<file path="src/rtl/alu_operand_collector_if.sv">
// Operand-beat input bus plus assembled-command output bus of the ALU operand collector.
// slave = collector side, master = operand source / ALU core side.
interface alu_operand_collector_if #(
   parameter int OPERAND_BUS_WIDTH = 8,
   parameter int MAX_BEATS         = 4
);
   localparam int OPW = OPERAND_BUS_WIDTH * MAX_BEATS;
   localparam int CW  = $clog2(MAX_BEATS + 1);

   logic                         operand_valid;
   logic [2:0]                   op;
   logic [OPERAND_BUS_WIDTH-1:0] a;
   logic [OPERAND_BUS_WIDTH-1:0] b;
   logic                         operand_last;
   logic                         ready;
   logic                         cmd_valid;
   logic                         cmd_ready;
   logic [2:0]                   cmd_op;
   logic [OPW-1:0]               cmd_a;
   logic [OPW-1:0]               cmd_b;
   logic [CW-1:0]                cmd_beats;
   logic                         cmd_overflow;

   modport master (
      output operand_valid, op, a, b, operand_last, cmd_ready,
      input  ready, cmd_valid, cmd_op, cmd_a, cmd_b, cmd_beats, cmd_overflow
   );

   modport slave (
      input  operand_valid, op, a, b, operand_last, cmd_ready,
      output ready, cmd_valid, cmd_op, cmd_a, cmd_b, cmd_beats, cmd_overflow
   );
endinterface

</file>
<file path="src/rtl/alu_operand_collector.sv">
// Packs little-endian operand beats into one ALU command; cmd_valid the cycle after the closing beat.
// ready drops while a command is held; cmd_* stay stable until cmd_ready, then ready returns next cycle.
module alu_operand_collector #(
   parameter int OPERAND_BUS_WIDTH = 8,
   parameter int MAX_BEATS         = 4
) (
   input  logic                    clk,
   input  logic                    rst,
   alu_operand_collector_if.slave  bus
);
   localparam int OBW = OPERAND_BUS_WIDTH;
   localparam int OPW = OBW * MAX_BEATS;
   localparam int CW  = $clog2(MAX_BEATS + 1);

   typedef enum logic [1:0] {
      S_IDLE    = 2'd0,
      S_COLLECT = 2'd1,
      S_ISSUE   = 2'd2
   } state_t;

   state_t         r_state;
   state_t         w_state_nxt;
   logic [2:0]     r_op;
   logic [OPW-1:0] r_a;
   logic [OPW-1:0] r_b;
   logic [CW-1:0]  r_beats;
   logic           r_ovf;

   logic           w_ready;
   logic           w_acc;
   logic           w_first;
   logic           w_full;
   logic           w_close;
   logic [CW-1:0]  w_cnt_nxt;
   logic [OPW-1:0] w_a_nxt;
   logic [OPW-1:0] w_b_nxt;

   assign w_ready   = rst && (r_state != S_ISSUE);
   assign w_acc     = bus.operand_valid && w_ready;
   assign w_first   = (r_state == S_IDLE);
   assign w_cnt_nxt = (w_first ? '0 : r_beats) + CW'(1);
   assign w_full    = (w_cnt_nxt == CW'(MAX_BEATS));
   assign w_close   = bus.operand_last || w_full;

   // First beat starts from zero so unreceived upper beats read back as 0.
   always_comb begin
      w_a_nxt = w_first ? '0 : r_a;
      w_b_nxt = w_first ? '0 : r_b;
      for (int k = 0; k < MAX_BEATS; k++) begin
         if (w_cnt_nxt == CW'(k + 1)) begin
            w_a_nxt[k*OBW +: OBW] = bus.a;
            w_b_nxt[k*OBW +: OBW] = bus.b;
         end
      end
   end

   always_comb begin
      w_state_nxt = r_state;
      case (r_state)
         S_IDLE, S_COLLECT: begin
            if (w_acc) w_state_nxt = w_close ? S_ISSUE : S_COLLECT;
         end
         S_ISSUE: begin
            if (bus.cmd_ready) w_state_nxt = S_IDLE;
         end
         default: w_state_nxt = S_IDLE;
      endcase
   end

   always_ff @(posedge clk or negedge rst) begin
      if (!rst) begin
         r_state <= S_IDLE;
         r_op    <= '0;
         r_a     <= '0;
         r_b     <= '0;
         r_beats <= '0;
         r_ovf   <= 1'b0;
      end else begin
         r_state <= w_state_nxt;
         if (w_acc) begin
            r_a     <= w_a_nxt;
            r_b     <= w_b_nxt;
            r_beats <= w_cnt_nxt;
            r_ovf   <= w_full && !bus.operand_last;
            if (w_first) r_op <= bus.op;
         end
      end
   end

   assign bus.ready        = w_ready;
   assign bus.cmd_valid    = (r_state == S_ISSUE);
   assign bus.cmd_op       = r_op;
   assign bus.cmd_a        = r_a;
   assign bus.cmd_b        = r_b;
   assign bus.cmd_beats    = r_beats;
   assign bus.cmd_overflow = r_ovf;
endmodule

</file>
<file path="src/flat_wrapper.sv">
// flat-port wrapper written by rule: the top's interface ports become plain ports
module alu_operand_collector_flat 
#(
   parameter int OPERAND_BUS_WIDTH = 8,
   parameter int MAX_BEATS         = 4
)
  (clk, rst, bus_operand_valid, bus_op, bus_a, bus_b, bus_operand_last, bus_cmd_ready, bus_ready, bus_cmd_valid, bus_cmd_op, bus_cmd_a, bus_cmd_b, bus_cmd_beats, bus_cmd_overflow);
  alu_operand_collector_if #(.OPERAND_BUS_WIDTH(OPERAND_BUS_WIDTH), .MAX_BEATS(MAX_BEATS)) bus_i ();
  input  logic clk;
  input  logic rst;
  input wire logic [$bits(bus_i.operand_valid)-1:0] bus_operand_valid;
  input wire logic [$bits(bus_i.op)-1:0] bus_op;
  input wire logic [$bits(bus_i.a)-1:0] bus_a;
  input wire logic [$bits(bus_i.b)-1:0] bus_b;
  input wire logic [$bits(bus_i.operand_last)-1:0] bus_operand_last;
  input wire logic [$bits(bus_i.cmd_ready)-1:0] bus_cmd_ready;
  output wire logic [$bits(bus_i.ready)-1:0] bus_ready;
  output wire logic [$bits(bus_i.cmd_valid)-1:0] bus_cmd_valid;
  output wire logic [$bits(bus_i.cmd_op)-1:0] bus_cmd_op;
  output wire logic [$bits(bus_i.cmd_a)-1:0] bus_cmd_a;
  output wire logic [$bits(bus_i.cmd_b)-1:0] bus_cmd_b;
  output wire logic [$bits(bus_i.cmd_beats)-1:0] bus_cmd_beats;
  output wire logic [$bits(bus_i.cmd_overflow)-1:0] bus_cmd_overflow;
  assign bus_i.operand_valid = bus_operand_valid;
  assign bus_i.op = bus_op;
  assign bus_i.a = bus_a;
  assign bus_i.b = bus_b;
  assign bus_i.operand_last = bus_operand_last;
  assign bus_i.cmd_ready = bus_cmd_ready;
  assign bus_ready = bus_i.ready;
  assign bus_cmd_valid = bus_i.cmd_valid;
  assign bus_cmd_op = bus_i.cmd_op;
  assign bus_cmd_a = bus_i.cmd_a;
  assign bus_cmd_b = bus_i.cmd_b;
  assign bus_cmd_beats = bus_i.cmd_beats;
  assign bus_cmd_overflow = bus_i.cmd_overflow;
  alu_operand_collector #(.OPERAND_BUS_WIDTH(OPERAND_BUS_WIDTH), .MAX_BEATS(MAX_BEATS)) u_core (.clk(clk), .rst(rst), .bus(bus_i));
endmodule
</file>
<file path="config.mk">
export PLATFORM = sky130hd
export DESIGN_NAME = alu_operand_collector_flat
export DESIGN_NICKNAME = d
export VERILOG_FILES = /design/src/rtl/alu_operand_collector_if.sv /design/src/rtl/alu_operand_collector.sv /design/src/flat_wrapper.sv
export SDC_FILE = /design/constraint.sdc
export NUM_CORES = 1
export LEC_CHECK = 0
export BUFFER_PORTS_ARGS = -buffer_cell sky130_fd_sc_hd__buf_2
export CELL_PAD_IN_SITES_DETAIL_PLACEMENT = 0
export CELL_PAD_IN_SITES_GLOBAL_PLACEMENT = 1
export CORE_UTILIZATION = 25
export DETAILED_ROUTE_END_ITERATION = 10
export PLACE_DENSITY = 0.57
export SLEW_MARGIN = 40
export SYNTH_ARGS = -nofsm -noshare
export SYNTH_HDL_FRONTEND = slang
export SYNTH_SLANG_ARGS = --single-unit
export TNS_END_PERCENT = 10
</file>
<file path="constraint.sdc">
create_clock -name clk -period 2.6 [get_ports clk]
set_clock_uncertainty 0.1 [all_clocks]
set_input_delay 0.13 -clock clk [delete_from_list [all_inputs] [get_ports clk]]
set_output_delay 0.13 -clock clk [all_outputs]
set_load 0.01 [all_outputs]
</file>
# --- After elaboration in Yosys (flattened, before gate mapping) ---
# Index checks and enable logic that the tools add are counted.
totals:
  ff_bits: 73
  latch_bits: 0
  mem_bits_rw: 0
  mem_bits_ro: 0
  in_bits: 24
  output_inout_bits: 73
  word_cells: 53
  memories: 0
op_classes:
  n_addsub: 1
  mul: 0
  n_div: 0
  n_lt_le_gt_ge: 0
  n_eq_ne: 9
  shift: 0
  muxes: 14
  bitwise: 0
  n_reduce_logical: 17
ops:
  columns: ["operator", "count"]
  rows:
  - ["$mux 8", 8]
  - ["$mux 32", 1]
  - ["$reduce_and 2->1", 6]
  - ["$reduce_bool 2->1", 4]
  - ["$eq 3x2->1 const B", 2]
  - ["$mux 2", 3]
  - ["$ne 2x2->1 const B", 2]
  - ["$pmux 2 s2", 1]
  - ["$add 3x1->3 const B", 1]
  - ["$eq 3x1->1 const B", 1]
  - ["$eq 3x3->1 const B", 1]
  - ["$logic_and 1x1->1", 3]
  - ["$mux 3", 1]
  - ["$eq 2x1->1 const B", 1]
  - ["$eq 2x2->1 const B", 1]
  - ["$logic_not 2->1", 1]
  - ["$ne 2x1->1 const B", 1]
  - ["$reduce_or 2->1", 1]
  - ["$logic_not 1->1", 1]
  - ["$logic_or 1x1->1", 1]

# --- Longest topological paths before layout ---
# Gate-level depths: netlist of the first run.
depth:
  ltp_word: 8
  ltp_mapped: 10
  depth_no_buf: 6

# --- Least setup slack after synthesis of the first run ---
# No wires, ideal clock.
synth_timing:
  path_kind: "register -> register"
  startpoint: "reg u_core.r_state[1]"
  endpoint: "reg u_core.r_a[24] (netlist: u_core.bus.cmd_a[24])"
  setup_time_ns: 0.134
  t_arrival_ns: 2.285
  required_ns: 2.366
  setup_slack_ns: 0.081
  path_stages_with_launch: 11
  path_buffers: 4
  period_less_slack_ns: 2.519
  cell_sequence: "dfrtp_1 or2_2 clkbuf_2 clkbuf_1 and2_2 ha_1 clkbuf_1 nand2_1 o21ai_1 buf_2 o211ai_1"
synth_via:
  elab_chain_len: 6
  elab_cells_between_ends: 10
  cone_classes: "1 x add/sub; 2 x eq/ne; 2 x mux; 5 x reduce/logical"
synth_rtl:
  columns: ["item", "line_no", "text"]
  rows:
  - ["start: declaration", "alu_operand_collector.sv:21", "state_t r_state;"]
  - ["start signal: assignment", "alu_operand_collector.sv:79", "r_state <= w_state_nxt;"]
  - ["$logic_not 2->1", "alu_operand_collector.sv:40", "assign w_first = (r_state == S_IDLE);"]
  - ["$mux 3", "alu_operand_collector.sv:41", "assign w_cnt_nxt = (w_first ? '0 : r_beats) + CW'(1);"]
  - ["$add 3x1->3", "alu_operand_collector.sv:41", null]
  - ["$eq 3x3->1", "alu_operand_collector.sv:50", "if (w_cnt_nxt == CW'(k + 1)) begin"]
  - ["$reduce_bool 2->1 (no line)", null, null]
  - ["$reduce_and 2->1 (no line)", null, null]
  - ["end signal: assignment", "alu_operand_collector.sv:81", "r_a <= w_a_nxt;"]
  - ["end: declaration", "alu_operand_collector.sv:24", "logic [OPW-1:0] r_a;"]
# Several ways; a longest one is shown, not always the timed one.
# A chain may end at the register's enable or synchronous reset.

# --- Worst setup path after layout of the first run ---
layout_timing:
  startpoint: "reg u_core.r_state[1]"
  endpoint: "reg u_core.r_b[31] (netlist: u_core.bus.cmd_b[31])"
layout_via:
  elab_chain_len: 6
  elab_cells_between_ends: 10
  cone_classes: "1 x add/sub; 2 x eq/ne; 2 x mux; 5 x reduce/logical"
layout_rtl:
  columns: ["item", "line_no", "text"]
  rows:
  - ["$logic_not 2->1", "alu_operand_collector.sv:40", null]
  - ["$mux 3", "alu_operand_collector.sv:41", null]
  - ["$add 3x1->3", "alu_operand_collector.sv:41", null]
  - ["$eq 3x3->1", "alu_operand_collector.sv:50", null]
  - ["$reduce_bool 2->1 (no line)", null, null]
  - ["$reduce_and 2->1 (no line)", null, null]
  - ["end signal: assignment", "alu_operand_collector.sv:82", "r_b <= w_b_nxt;"]
  - ["end: declaration", "alu_operand_collector.sv:25", "logic [OPW-1:0] r_b;"]
# Several ways; a longest one is shown, not always the timed one.

==> results of run 1 <==
cell type report:
| cell class | count | area share, % |
|---|---|---|
| Multi-Input combinational cell | 168 | 28.8 |
| Clock inverter | 6 | 1.85 |
| Timing Repair Buffer | 125 | 16.9 |
| Inverter | 18 | 1.51 |
| Sequential cell | 73 | 40.9 |
| Clock buffer | 10 | 5.13 |
| Tap cell | 172 | 4.82 |
kinds of logic after synthesis:
family | synth area share, %
buffers and inverters | 5.40
adders and majority gates | 0.380
AOI/OAI and AO/OA | 18.5
and+or+nand+nor | 8.51
muxes | 11.7
DFF | 55.5
flip-flops by register name, indices dropped and copies added (netlist names):
signal,count
u_core.bus.cmd_b,32
u_core.r_state,2
u_core.bus.cmd_beats,3
u_core.bus.cmd_a,32
u_core.bus.cmd_overflow,1
u_core.bus.cmd_op,3
power by group through the flow:
stage | Clock [mW] | Combinational (mW) | Sequential, mW
floorplan | 0 | 0.587 | 1.84
global placement | 0 | 1.25 | 1.75
detailed placement | 0 | 1.26 | 1.76
CTS | 1.35 | 1.29 | 1.74
global route | 1.39 | 1.41 | 1.78
finish | 1.31 | 1.27 | 1.73
path summary, 6_finish.rpt:
| check | depth (start not counted) | end | slack [ps] |
|---|---|---|---|
| max in group asynchronous | 3 | u_core.bus.cmd_a[16] | 1470 |
| min in group asynchronous | 2 | u_core.bus.cmd_a[25] | 90 |
| max | 7 | u_core.bus.cmd_b[31] | 230 |
| min reg2reg | 1 | u_core.bus.cmd_op[2] | 390 |
| min | 3 | u_core.bus.cmd_a[10] | 30 |
| max reg2reg | 7 | u_core.bus.cmd_b[31] | 230 |
stage by stage:
stage	std cells	hold slack, ps	power (mW)
global placement	536	-116	3.00
finish	572	27.1	4.31
CTS	572	7.99	4.38
floorplan	280	-266	2.43
detailed placement	536	-114	3.02
global route	572	27.5	4.59
synthesized netlist by cell type, types with 2 or more instances:
cell type	count	area, sq um
o211ai_1	15	113
mux2i_1	16	160
o211a_1	2	20.0
dfrtp_1	73	1830
mux2_1	8	90.1
nand2_1	34	128
inv_1	18	67.6
clkbuf_1	8	30.0
or3_1	2	12.5
buf_2	6	30.0
buf_1	2	7.51
a22o_1	11	96.3
a22o_2	6	60.1
buf_6	2	22.5
nand3_2	2	20.0
buf_4	2	15.0
and2_1	3	18.8
o21ai_0	17	85.1
o2111ai_1	15	131
mux2_2	12	135
a21oi_1	3	15.0
and2_2	2	15.0
worst reg2reg max path: stages, from the launching register on:
cell and delay [ps]:
dfrtp_1 470, or2_2 280, and2_2 180, ha_1 210, nand2_1 90, o21ai_1 520, buf_4 290, o211ai_1 120
layer usage:
metal / wire [um] / share of wire (%) / vias up
met4: 254 / 2.5 / 0
li1: - / - / 1247
met3: 587 / 5.9 / 20
met2: 4650 / 47 / 87
met5: 0 / 0 / -
met1: 4470 / 45 / 1340
what timing repair did:
action | 4_1_cts | 5_1_grt
hold buffers | 20 | 0
endpoints found under the setup margin | 0 | 0
endpoints found under the hold margin | 107 | 0
==> flow_metrics.py, run 1 <==
metrics = {
    "status": {
        "status": "finished clean",
    },
    "grt": {
        "grt_pass1_wl_mm": 15.3,
        "grt_use_total_pct": 15.3,
        "met1_usage_pct": 20.5,
        "grt_use_met2_pct": 23.7,
        "grt-ovfl-total": 0,
        "grt_use_met3_pct": 3.94,
        "antenna_found_initial": 0,
        "top_usage_layer": "met2",
        "first_global_vias": 2730,
        "grt_max_degree": 67,
    },
    "power": {
        "switchingPower_mw": 1.44,
        "swShare_pct": 33.3,
        "combPwrFrac_pct": 29.5,
        "static-leakage-power_nw": 2.25,
        "power_frac_clock_pct": 30.3,
        "power.density_nw_per_um2": 966,
        "vdd_drop_max_mv": 0.418,
        "pwr-share-seq_pct": 40.2,
        "p_int_mw": 2.87,
    },
    "floorplan": {
        "dieArea_sq_um": 13600,
        "fp-row-count": 41,
        "fp.dieH_um": 117,
        "start_util_pct": 25.9,
        "die_w_um": 117,
        "core-area_sq_um": 12700,
        "ioPinCount": 97,
    },
    "critical_path": {
        "required_ps": 2700,
        "crit_type": "reg2reg",
        "crit_family": "compound AO/OA/AOI/OAI gates",
        "arrival_ps": 2470,
        "cp-end-kind": "flip-flop",
        "cp_slowest_cell": "o21ai_1",
        "path_buf_inv": 1,
        "crit_fanout": 10,
        "start_kind": "flip-flop",
        "cpPeakStageDelay_ps": 520,
        "path_cells": "or2_2 > and2_2 > ha_1 > nand2_1 > o21ai_1 > buf_4 > o211ai_1",
        "r2r-start": "u_core.r_state[1]",
        "worstSetupStartpoint": "u_core.r_state[1]",
    },
    "synth": {
        "synthArstFlopShare_pct": 100,
        "syn_area_per_cell_sq_um": 11.8,
        "syn_inst": 280,
        "synth.distinct_cells": 43,
        "ys_seq_area_share_pct": 55.5,
        "synth_ff_type": "dfrtp_1",
        "synth.cell_area_sq_um": 3290,
        "syn_nets": 305,
        "synth_seq_cells": 73,
        "synth-edff-count": 0,
        "yosys_warnings": 0,
    },
    "placement": {
        "port_buffers": 96,
        "dpl.hpwl_mm": 6.97,
        "place_ws_ps": 283,
        "place_congestion": 0.750,
        "dpl_cell_area_sq_um": 3950,
    },
    "route": {
        "first_iter_violations": 149,
        "drc": 0,
        "final_antenna_net_count": 0,
        "wl_per_cell_um": 17.4,
        "dr.pass1.iters": 4,
        "drt-total-wl_mm": 9.97,
        "avgViaCountPerCell": 4.71,
        "via_count": 2694,
    },
    "timing": {
        "slew_headroom_pct": 49.4,
        "worst_slew_pin_slew_ps": 756,
        "tns_ps": 0,
        "fmax_mhz": 421,
        "finalHoldViolations": 0,
        "fin_crit_ps": 2370,
        "rsz0062_at_grt": "no",
        "fin_ws_ps": 227,
        "setup-violations-final": 0,
        "drv_slew": 0,
        "period_share_pct": 91.3,
    },
    "final_layout": {
        "regArea_sq_um": 1830,
        "multi_input_area_sq_um": 1290,
        "fillers": 1318,
        "layout_commonest_cell": "buf_2",
        "drive_above_1_share_pct": 37.0,
        "area_growth_pct": 35.6,
        "antenna_cells": 0,
        "fin_nets": 420,
        "final_area_sq_um": 4460,
        "final_util_pct": 35.1,
        "final_cell_mix": "buf_2 (95), dfrtp_1 (73), nand2_1 (34), dlygate4sd3_1 (20), inv_1 (18)",
    },
    "clock_tree": {
        "ctsLongestPathBuffers": 2,
        "cts_max_level": 3,
        "cts_inserted_buffers": 9,
        "clockRootBuffer": "clkbuf_16",
        "clkTransAtPathRegs_ps": 60,
        "cts_sinks": 73,
        "post_cts_buffers": 0,
        "cts_tree": "built",
        "clkLatencyLatePin_ps": 330,
        "post_cts_resized": 0,
    },
    "flow_run": {
        "max_cap_violations": 0,
    },
    "worst_hold_path": {
        "hold_class": "in2reg",
        "hold_path.startpoint": "bus_a[2]",
    },
}
Power figures use the tool's default switching activity.
==> inputs of run 2 (changes only) <==
--- a/config.mk
+++ b/config.mk
@@ -8,6 +8,7 @@
 export BUFFER_PORTS_ARGS = -buffer_cell sky130_fd_sc_hd__buf_2
 export CELL_PAD_IN_SITES_DETAIL_PLACEMENT = 0
 export CELL_PAD_IN_SITES_GLOBAL_PLACEMENT = 1
+export CORE_ASPECT_RATIO = 0.5
 export CORE_UTILIZATION = 25
 export DETAILED_ROUTE_END_ITERATION = 10
 export PLACE_DENSITY = 0.57
==> run 2 against run 1 <==
Against the previous run: combinational power is essentially flat; flip-flop and latch count did not move; global-route usage down 0.13 points; critical path type unchanged; non-clock buffer count unchanged; via count shrank 0.48%; power fell by 1.1%; final cell count down 0.35%; utilization decreased by 0.11 points; wire length decreased by 0.53%; worst hold slack worse by 14 ps; design area down 0.20%; largest power group unchanged; count of clock-buffer cells in the layout up 2.
==> flow_metrics.py, run 2 (synthesis results as in run 1) <==
metrics = {
    "critical_path": {
        "start_kind": "flip-flop",
        "reg2reg_to": "u_core.bus.cmd_a[27]",
        "crit_fanout": 12,
        "r2r-start": "u_core.r_state[1]",
        "cp-end-kind": "flip-flop",
        "arrival_ps": 2380,
        "reg2regPathDepth": 7,
        "reg2reg_slack_ps": 360,
        "worstSetupStartpoint": "u_core.r_state[1]",
        "required_ps": 2740,
        "crit_type": "reg2reg",
    },
    "timing": {
        "drv_slew": 0,
        "tns_ps": 0,
        "setup-violations-final": 0,
        "rsz0062_at_grt": "no",
        "finalHoldViolations": 0,
        "slew_headroom_pct": 57.3,
        "period_share_pct": 86.1,
        "fmax_mhz": 447,
        "fin_crit_ps": 2240,
        "hold_slack_ps": 13.5,
        "worst_slew_pin_slew_ps": 639,
    },
    "power": {
        "vdd_drop_max_mv": 0.282,
        "static-leakage-power_nw": 2.25,
        "swShare_pct": 33.5,
        "p_int_mw": 2.84,
        "power_frac_clock_pct": 29.9,
        "combPwrFrac_pct": 29.8,
        "power.density_nw_per_um2": 957,
        "pwr-share-seq_pct": 40.3,
        "finalPower_mw": 4.26,
        "switchingPower_mw": 1.43,
    },
    "grt": {
        "antenna_found_initial": 0,
        "grt-ovfl-total": 0,
        "grt_max_degree": 67,
        "first_global_vias": 2646,
        "grt_use_total_pct": 15.2,
        "grt_pass1_wl_mm": 15.5,
    },
    "worst_hold_path": {
        "whs_endpoint": "u_core.bus.cmd_b[11]",
        "hold_class": "in2reg",
        "hold_path.startpoint": "bus_b[3]",
        "hold_path_depth": 3,
    },
    "final_layout": {
        "final_area_sq_um": 4450,
        "fin_nets": 420,
        "final_cells": 570,
        "final_cell_mix": "buf_2 (95), dfrtp_1 (73), nand2_1 (34), dlygate4sd3_1 (19), inv_1 (18)",
        "multi_input_area_sq_um": 1290,
        "antenna_cells": 0,
        "fillers": 1287,
        "area_growth_pct": 35.3,
        "regArea_sq_um": 1830,
        "layout_commonest_cell": "buf_2",
        "drive_above_1_share_pct": 37.3,
    },
    "route": {
        "first_iter_violations": 139,
        "wl_per_cell_um": 17.4,
        "drc": 0,
        "avgViaCountPerCell": 4.70,
        "via_count": 2681,
        "final_antenna_net_count": 0,
        "drt-total-wl_mm": 9.91,
        "dr.pass1.iters": 4,
    },
    "status": {
        "status": "finished clean",
    },
    "clock_tree": {
        "cts_max_level": 3,
        "cts_inserted_buffers": 9,
        "cts_sinks": 73,
        "cts_tree": "built",
        "ctsLongestPathBuffers": 2,
        "post_cts_resized": 0,
        "clockRootBuffer": "clkbuf_16",
        "clkLatencyLatePin_ps": 320,
        "clkTransAtPathRegs_ps": 60,
    },
    "placement": {
        "port_buffers": 96,
        "dpl_cell_area_sq_um": 3960,
        "dpl.hpwl_mm": 6.53,
        "place_congestion": 0.763,
        "post-place-cells": 535,
    },
    "floorplan": {
        "core-area_sq_um": 12700,
        "die_w_um": 164,
        "fp.dieH_um": 83.1,
        "dieArea_sq_um": 13700,
        "ioPinCount": 97,
        "fp-row-count": 29,
        "start_util_pct": 25.8,
    },
    "flow_run": {
        "max_cap_violations": 0,
    },
}
## run 2: cell count changes in the layout (fill, tap and decap cells not counted)
cell | before | now
buf_4 | 9 | 10
bufinv_16 | 2 | 1
clkbuf_8 | 0 | 2
clkinv_2 | 3 | 1
clkinv_4 | 0 | 1
dlygate4sd3_1 | 20 | 19
## run 2: critical path, cell delays in order, from the launching register on
cell      delay [ps]
dfrtp_1          450
or2_2            430
and2_2           230
ha_1             240
nand4b_1         120
o21ai_1          170
buf_4            230
o211ai_1         180
## run 2: cell type report
type                    count  share of cell area [%]
clock buffers              12                    5.76
inverters                  18                    1.52
well taps                 170                    4.78
clock inverters             4                    1.15
multi-input cells         168                    28.9
flip-flops and latches     73                    41.0
repair buffers            125                    16.9
## run 2: timing repair
item	in CTS	in global routing
endpoints found under the hold margin	107	0
buffers inserted	0	0
hold buffers	19	0
## run 2: worst max path at each step
stage	endpoint	slack (ps)	depth (start not counted)
final	u_core.bus.cmd_a[27]	360	7
after global routing	u_core.bus.cmd_a[24]	200	7
after CTS	u_core.bus.cmd_a[27]	360	7
after detailed placement	u_core.bus.cmd_a[31]	370	7
after global placement	u_core.bus.cmd_b[25]	410	7
after floorplan	u_core.bus.cmd_a[24]	80	10
## run 2: power by group through the flow
stage | Combinational [mW] | Sequential (mW) | Clock, mW
finish | 1.27 | 1.72 | 1.28
floorplan | 0.587 | 1.84 | 0
global placement | 1.26 | 1.74 | 0
global route | 1.40 | 1.77 | 1.36
detailed placement | 1.27 | 1.74 | 0
CTS | 1.30 | 1.72 | 1.32
## run 2: stage by stage
step	util, %	setup slack [ps]
2_1_floorplan	-	80.7
3_3_place_gp	31.0	406
3_5_place_dp	31.1	374
4_1_cts	35.0	359
5_1_grt	35.0	197
6_report	35.0	362
## run 2: per-layer routing
metal | up-vias | GRT usage (%) | part of all wire [%]
li1 | 1255 | - | -
met1 | 1383 | 20.5 | 47
met5 | - | 0 | 0
met3 | 4 | 4.35 | 3.7
met2 | 39 | 23.6 | 49
met4 | 0 | 4.63 | 0.87
